[config.mk]
export PLATFORM = sky130hd
export DESIGN_NAME = div_sequencer
export DESIGN_NICKNAME = d
export VERILOG_FILES = /design/src/rtl/div_pkg.sv /design/src/rtl/div_sequencer.sv
export SDC_FILE = /design/constraint.sdc
export NUM_CORES = 1
export LEC_CHECK = 0
export BUFFER_PORTS_ARGS = -buffer_cell sky130_fd_sc_hd__buf_4
export CAP_MARGIN = 30
export CORE_MARGIN = 2
export CORE_UTILIZATION = 42
export DETAILED_ROUTE_END_ITERATION = 6
export HOLD_SLACK_MARGIN = 0.02
export PLACE_DENSITY = 0.76
export REMOVE_ABC_BUFFERS = 1
export SLEW_MARGIN = 5
export SYNTH_ARGS = -nofsm -noshare
export SYNTH_HDL_FRONTEND = slang
export SYNTH_SLANG_ARGS = --single-unit
[constraint.sdc]
create_clock -name clk -period 2.7 [get_ports clk]
set_input_delay 0.405 -clock clk [delete_from_list [all_inputs] [get_ports clk]]
set_output_delay 0.405 -clock clk [all_outputs]
set_load 0.1 [all_outputs]
[src/rtl/div_pkg.sv]
`default_nettype none
// ============================================================================
// div_pkg
// Shared types and constants for the DIV/IDIV sequencing logic.
// Revision: 1.0
// ============================================================================
package div_pkg;

    typedef enum logic [1:0] {
        IDLE  = 2'd0,
        START = 2'd1,
        WAIT  = 2'd2,
        DRAIN = 2'd3
    } div_seq_state_t;

    localparam logic [7:0] DIV_FAULT_VECTOR = 8'h00;

    function automatic logic [31:0] form_dividend(
        input logic        is_8_bit,
        input logic [15:0] dx,
        input logic [15:0] ax
    );
        return is_8_bit ? {16'h0000, ax} : {dx, ax};
    endfunction

    function automatic logic [15:0] form_divisor(
        input logic        is_8_bit,
        input logic [15:0] src
    );
        return is_8_bit ? {8'h00, src[7:0]} : src;
    endfunction

endpackage
`default_nettype wire

[src/rtl/div_sequencer.sv]
`default_nettype none
// ============================================================================
// div_sequencer
// Drives one DIV/IDIV through the shared divider and packs AX/DX write-backs.
// Revision: 1.0
// ============================================================================
module div_sequencer
    import div_pkg::*;
#(
    parameter int WATCHDOG_CYCLES = 32
) (
    input  logic        clk,
    input  logic        reset,
    input  logic        issue,
    input  logic        flush,
    input  logic        is_8_bit,
    input  logic        is_signed,
    input  logic [15:0] ax_in,
    input  logic [15:0] dx_in,
    input  logic [15:0] src_in,
    output logic        div_start,
    output logic        div_is_8_bit,
    output logic        div_is_signed,
    output logic [31:0] div_dividend,
    output logic [15:0] div_divisor,
    input  logic        div_busy,
    input  logic        div_complete,
    input  logic        div_error,
    input  logic [15:0] div_quotient,
    input  logic [15:0] div_remainder,
    output logic        busy,
    output logic        done,
    output logic        fault,
    output logic        timeout,
    output logic        wr_ax_en,
    output logic        wr_dx_en,
    output logic [15:0] ax_out,
    output logic [15:0] dx_out
);

    localparam int               CNT_W    = (WATCHDOG_CYCLES > 1) ? $clog2(WATCHDOG_CYCLES) : 1;
    localparam logic [CNT_W-1:0] CNT_LAST = CNT_W'(WATCHDOG_CYCLES - 1);

    div_seq_state_t   state_q, state_d;
    logic [CNT_W-1:0] cnt_q, cnt_d;
    logic             op_8_bit_q, op_8_bit_d;
    logic             op_signed_q, op_signed_d;
    logic [15:0]      ax_q, ax_d;
    logic [15:0]      dx_q, dx_d;
    logic [15:0]      src_q, src_d;
    logic             busy_q, busy_d;
    logic             done_q, done_d;
    logic             fault_q, fault_d;
    logic             timeout_q, timeout_d;
    logic             wr_ax_en_q, wr_ax_en_d;
    logic             wr_dx_en_q, wr_dx_en_d;
    logic [15:0]      ax_out_q, ax_out_d;
    logic [15:0]      dx_out_q, dx_out_d;
    logic [15:0]      res_ax;
    logic [15:0]      res_dx;

    // Byte divide returns AH=remainder, AL=quotient; DX is left untouched.
    always_comb begin
        res_ax = div_quotient;
        res_dx = div_remainder;
        if (op_8_bit_q) begin
            res_ax = {div_remainder[7:0], div_quotient[7:0]};
            res_dx = dx_out_q;
        end
    end

    always_comb begin
        state_d     = state_q;
        cnt_d       = cnt_q;
        op_8_bit_d  = op_8_bit_q;
        op_signed_d = op_signed_q;
        ax_d        = ax_q;
        dx_d        = dx_q;
        src_d       = src_q;
        done_d      = 1'b0;
        fault_d     = 1'b0;
        timeout_d   = 1'b0;
        wr_ax_en_d  = 1'b0;
        wr_dx_en_d  = 1'b0;
        ax_out_d    = ax_out_q;
        dx_out_d    = dx_out_q;

        case (state_q)
            IDLE: begin
                cnt_d = '0;
                if (issue) begin
                    op_8_bit_d  = is_8_bit;
                    op_signed_d = is_signed;
                    ax_d        = ax_in;
                    dx_d        = dx_in;
                    src_d       = src_in;
                    state_d     = START;
                end
            end
            START: begin
                cnt_d = '0;
                if (flush) begin
                    state_d = IDLE;
                end else if (!div_busy) begin
                    state_d = WAIT;
                end
            end
            WAIT: begin
                cnt_d = cnt_q + 1'b1;
                // A flushed result is never reported, even if it lands this cycle.
                if (flush) begin
                    state_d = DRAIN;
                end else if (div_complete) begin
                    state_d = IDLE;
                    done_d  = 1'b1;
                    if (div_error) begin
                        fault_d = 1'b1;
                    end else begin
                        wr_ax_en_d = 1'b1;
                        wr_dx_en_d = !op_8_bit_q;
                        ax_out_d   = res_ax;
                        dx_out_d   = res_dx;
                    end
                end else if (cnt_q == CNT_LAST) begin
                    done_d    = 1'b1;
                    fault_d   = 1'b1;
                    timeout_d = 1'b1;
                    state_d   = DRAIN;
                end
            end
            DRAIN: begin
                if (div_complete || !div_busy) begin
                    state_d = IDLE;
                end
            end
            default: begin
                state_d = IDLE;
            end
        endcase

        busy_d = (state_d != IDLE);
    end

    always_ff @(posedge clk or posedge reset) begin
        if (reset) begin
            state_q     <= IDLE;
            cnt_q       <= '0;
            op_8_bit_q  <= 1'b0;
            op_signed_q <= 1'b0;
            ax_q        <= '0;
            dx_q        <= '0;
            src_q       <= '0;
            busy_q      <= 1'b0;
            done_q      <= 1'b0;
            fault_q     <= 1'b0;
            timeout_q   <= 1'b0;
            wr_ax_en_q  <= 1'b0;
            wr_dx_en_q  <= 1'b0;
            ax_out_q    <= '0;
            dx_out_q    <= '0;
        end else begin
            state_q     <= state_d;
            cnt_q       <= cnt_d;
            op_8_bit_q  <= op_8_bit_d;
            op_signed_q <= op_signed_d;
            ax_q        <= ax_d;
            dx_q        <= dx_d;
            src_q       <= src_d;
            busy_q      <= busy_d;
            done_q      <= done_d;
            fault_q     <= fault_d;
            timeout_q   <= timeout_d;
            wr_ax_en_q  <= wr_ax_en_d;
            wr_dx_en_q  <= wr_dx_en_d;
            ax_out_q    <= ax_out_d;
            dx_out_q    <= dx_out_d;
        end
    end

    // Start must land in the cycle after issue, so it is decoded from state.
    assign div_start     = (state_q == START) && !div_busy && !flush;
    assign div_is_8_bit  = op_8_bit_q;
    assign div_is_signed = op_signed_q;
    assign div_dividend  = form_dividend(op_8_bit_q, dx_q, ax_q);
    assign div_divisor   = form_divisor(op_8_bit_q, src_q);

    assign busy     = busy_q;
    assign done     = done_q;
    assign fault    = fault_q;
    assign timeout  = timeout_q;
    assign wr_ax_en = wr_ax_en_q;
    assign wr_dx_en = wr_dx_en_q;
    assign ax_out   = ax_out_q;
    assign dx_out   = dx_out_q;

endmodule
`default_nettype wire

==> qor.yml <==
status:
  outcome: "complete, no violations"
finish:
  diodes: 0
  final_cell_mix: "buf_4 (181), dfrtp_1 (95), mux2_2 (81)"
  postLayoutCellArea_sq_mm: 0.00558
  fin_nets: 536
  fin_util_pct: 60.7
  layout_commonest_cell: "buf_4"
  syn_to_final_growth_pct: 40.3
  drive_gt1_share_pct: 64.2
grt:
  grt_pass1_wl_um: 13600
  grt_max_degree: 51
  grt_pass1_vias: 2865
  antenna_found_initial: 0
  grt.total_usage_pct: 16.9
  overflow: 0
synth:
  yosys_warnings: 0
  yosys-top-cells-area: "dfrtp_1 (60%), mux2_2 (23%), nor2b_1 (4.2%), mux2_4 (3.4%), buf_4 (1.5%)"
  synth_cell_types: 28
  synth_area_sq_mm: 0.00398
  synth.avg_cell_area_sq_um: 14.5
  synth_top_area_cell: "dfrtp_1"
  synth_edf_count: 0
  ys_seq_area_share_pct: 59.8
  ys_ff_latch: 95
  synth_top_area_share_pct: 59.8
  synthFlopType: "dfrtp_1"
  synth_cells: 275
  async_flop_share_pct: 100
clock_tree:
  cts_buffer_depth: 2
  cts-resized-gates: 0
  clock-sinks: 95
  clk_pin_slew_ps: 90
  cts_hold_buffers: 0
  cts_tree: "done"
  cts-root-buf: "clkbuf_8"
  post_cts_buffers: 0
  insertion_delay_ps: 350
  cts_made_buffers: 9
  cts_max_level: 3
sta:
  finalCritPeriodShare_pct: 79.3
  rsz0062_at_grt: "false"
  fmax_ghz: 0.467
  maxSlewViolCount: 0
  layout_min_cycle_time_ps: 2140
  fin_worst_skew_ps: 13.0
  slew_headroom_pct: 53.9
  setup_tns_ps: 0
  worstMarginPinSlew_ps: 692
  finalHoldViolations: 0
  finalSetupViolations: 0
floorplanning:
  die_w_um: 101
  dieArea_sq_mm: 0.0103
  core_area_sq_mm: 0.00920
  rows: 35
  num_io_pins: 178
  start_util_pct: 43.2
  floorplan.die.height_um: 101
drt:
  post_drt_wl_per_cell_um: 15.3
  drcViolationCount: 0
  viasPerCell: 4.86
  vias: 2727
  drtPass1Iterations: 4
  ant_nets: 0
  dr.first_iter.drc_count: 41
  drt_wl_total_um: 8590
placement:
  post-dp-hpwl_um: 6290
  gp_congestion: 0.794
  dpl-instance-area_sq_mm: 0.00537
  portBuffers: 177
critical_path:
  crit_path_end_kind: "flop"
  critPathKind: "reg -> reg"
  required_ps: 2940
  cp_max_fo: 17
  worstPathArrival_ps: 2390
  critPathLaunchType: "flop"
min_path:
  min_path_type: "in -> async"
run:
  maxCapViolations: 0
sequential cells by signal, summed over array words and instances (netlist names):
name           count
ax_out            16
ax_q              16
dx_out            16
dx_q              16
src_q             16
cnt_q              5
state_q            2
busy               1
div_is_8_bit       1
div_is_signed      1
done               1
fault              1
timeout            1
wr_ax_en           1
wr_dx_en           1
critical path, cell delays in order, from the launching register on:
cell and delay (ps):
dfrtp_1 560, or3b_1 450, or3_1 640, mux2_2 390
per-stage QoR:
| step | hold WS [ps] | setup slack (ps) | std cells |
|---|---|---|---|
| floorplan | 473 | -2130 | 252 |
| global placement | 480 | 604 | 545 |
| detailed placement | 487 | 549 | 545 |
| CTS | 146 | 540 | 561 |
| global route | 164 | 428 | 561 |
| finish | 127 | 558 | 561 |
worst paths after layout:
path	slack, ps	from	cells past startpoint	endpoint
worst max-delay path	560	state_q[1]	3	ax_out[6]
worst min-delay path	130	reset	2	src_q[2]
worst max register to register	560	state_q[1]	3	ax_out[6]
worst min register to register	510	src_q[11]	1	src_q[11]
max in group asynchronous	1890	reset	3	div_is_8_bit
min in group clk	270	div_remainder[8]	2	dx_out[8]
cell type report:
class | instances | area [sq um]
fill | 732 | 3620
tap | 111 | 139
inverter | 5 | 21.3
timing repair buffer | 182 | 1380
multi-input combinational | 152 | 1460
sequential | 95 | 2380
clock inverter | 5 | 63.8
clock buffer | 11 | 141
layer usage:
layer	global-route usage, %	wire [um]	vias to the layer above
met1	21.6	3540	1344
met2	27.8	4330	107
met4	6.86	150	0
met3	4.00	566	15
met5	0	0	-
li1	-	-	1261
cell usage after synthesis (2+ instances only):
cell type  count
dfrtp_1       95
mux2_2        81
nor2b_1       27
clkbuf_1      10
mux2_4         9
buf_4          8
nor2_1         6
inv_1          5
buf_2          4
and2_1         3
nand2b_1       3
xnor2_1        3
a21oi_1        2
ha_1           2
mux2i_1        2
nand2_1        2
o21ai_0        2
logic make-up (layout without fill, tap and decap cells):
family | Yosys count | in the layout | synth area share (%)
buf+inv | 28 | 203 | 3.71
fa+ha+maj | 2 | 2 | 0.629
simple gates | 49 | 49 | 7.40
mux | 92 | 92 | 26.8
flops | 95 | 95 | 59.8
xor+xnor | 3 | 3 | 0.661
compound gates | 6 | 6 | 0.976
Power is not shown: default switching activity piles up to over one toggle a cycle in this logic, so the estimate is an artifact.
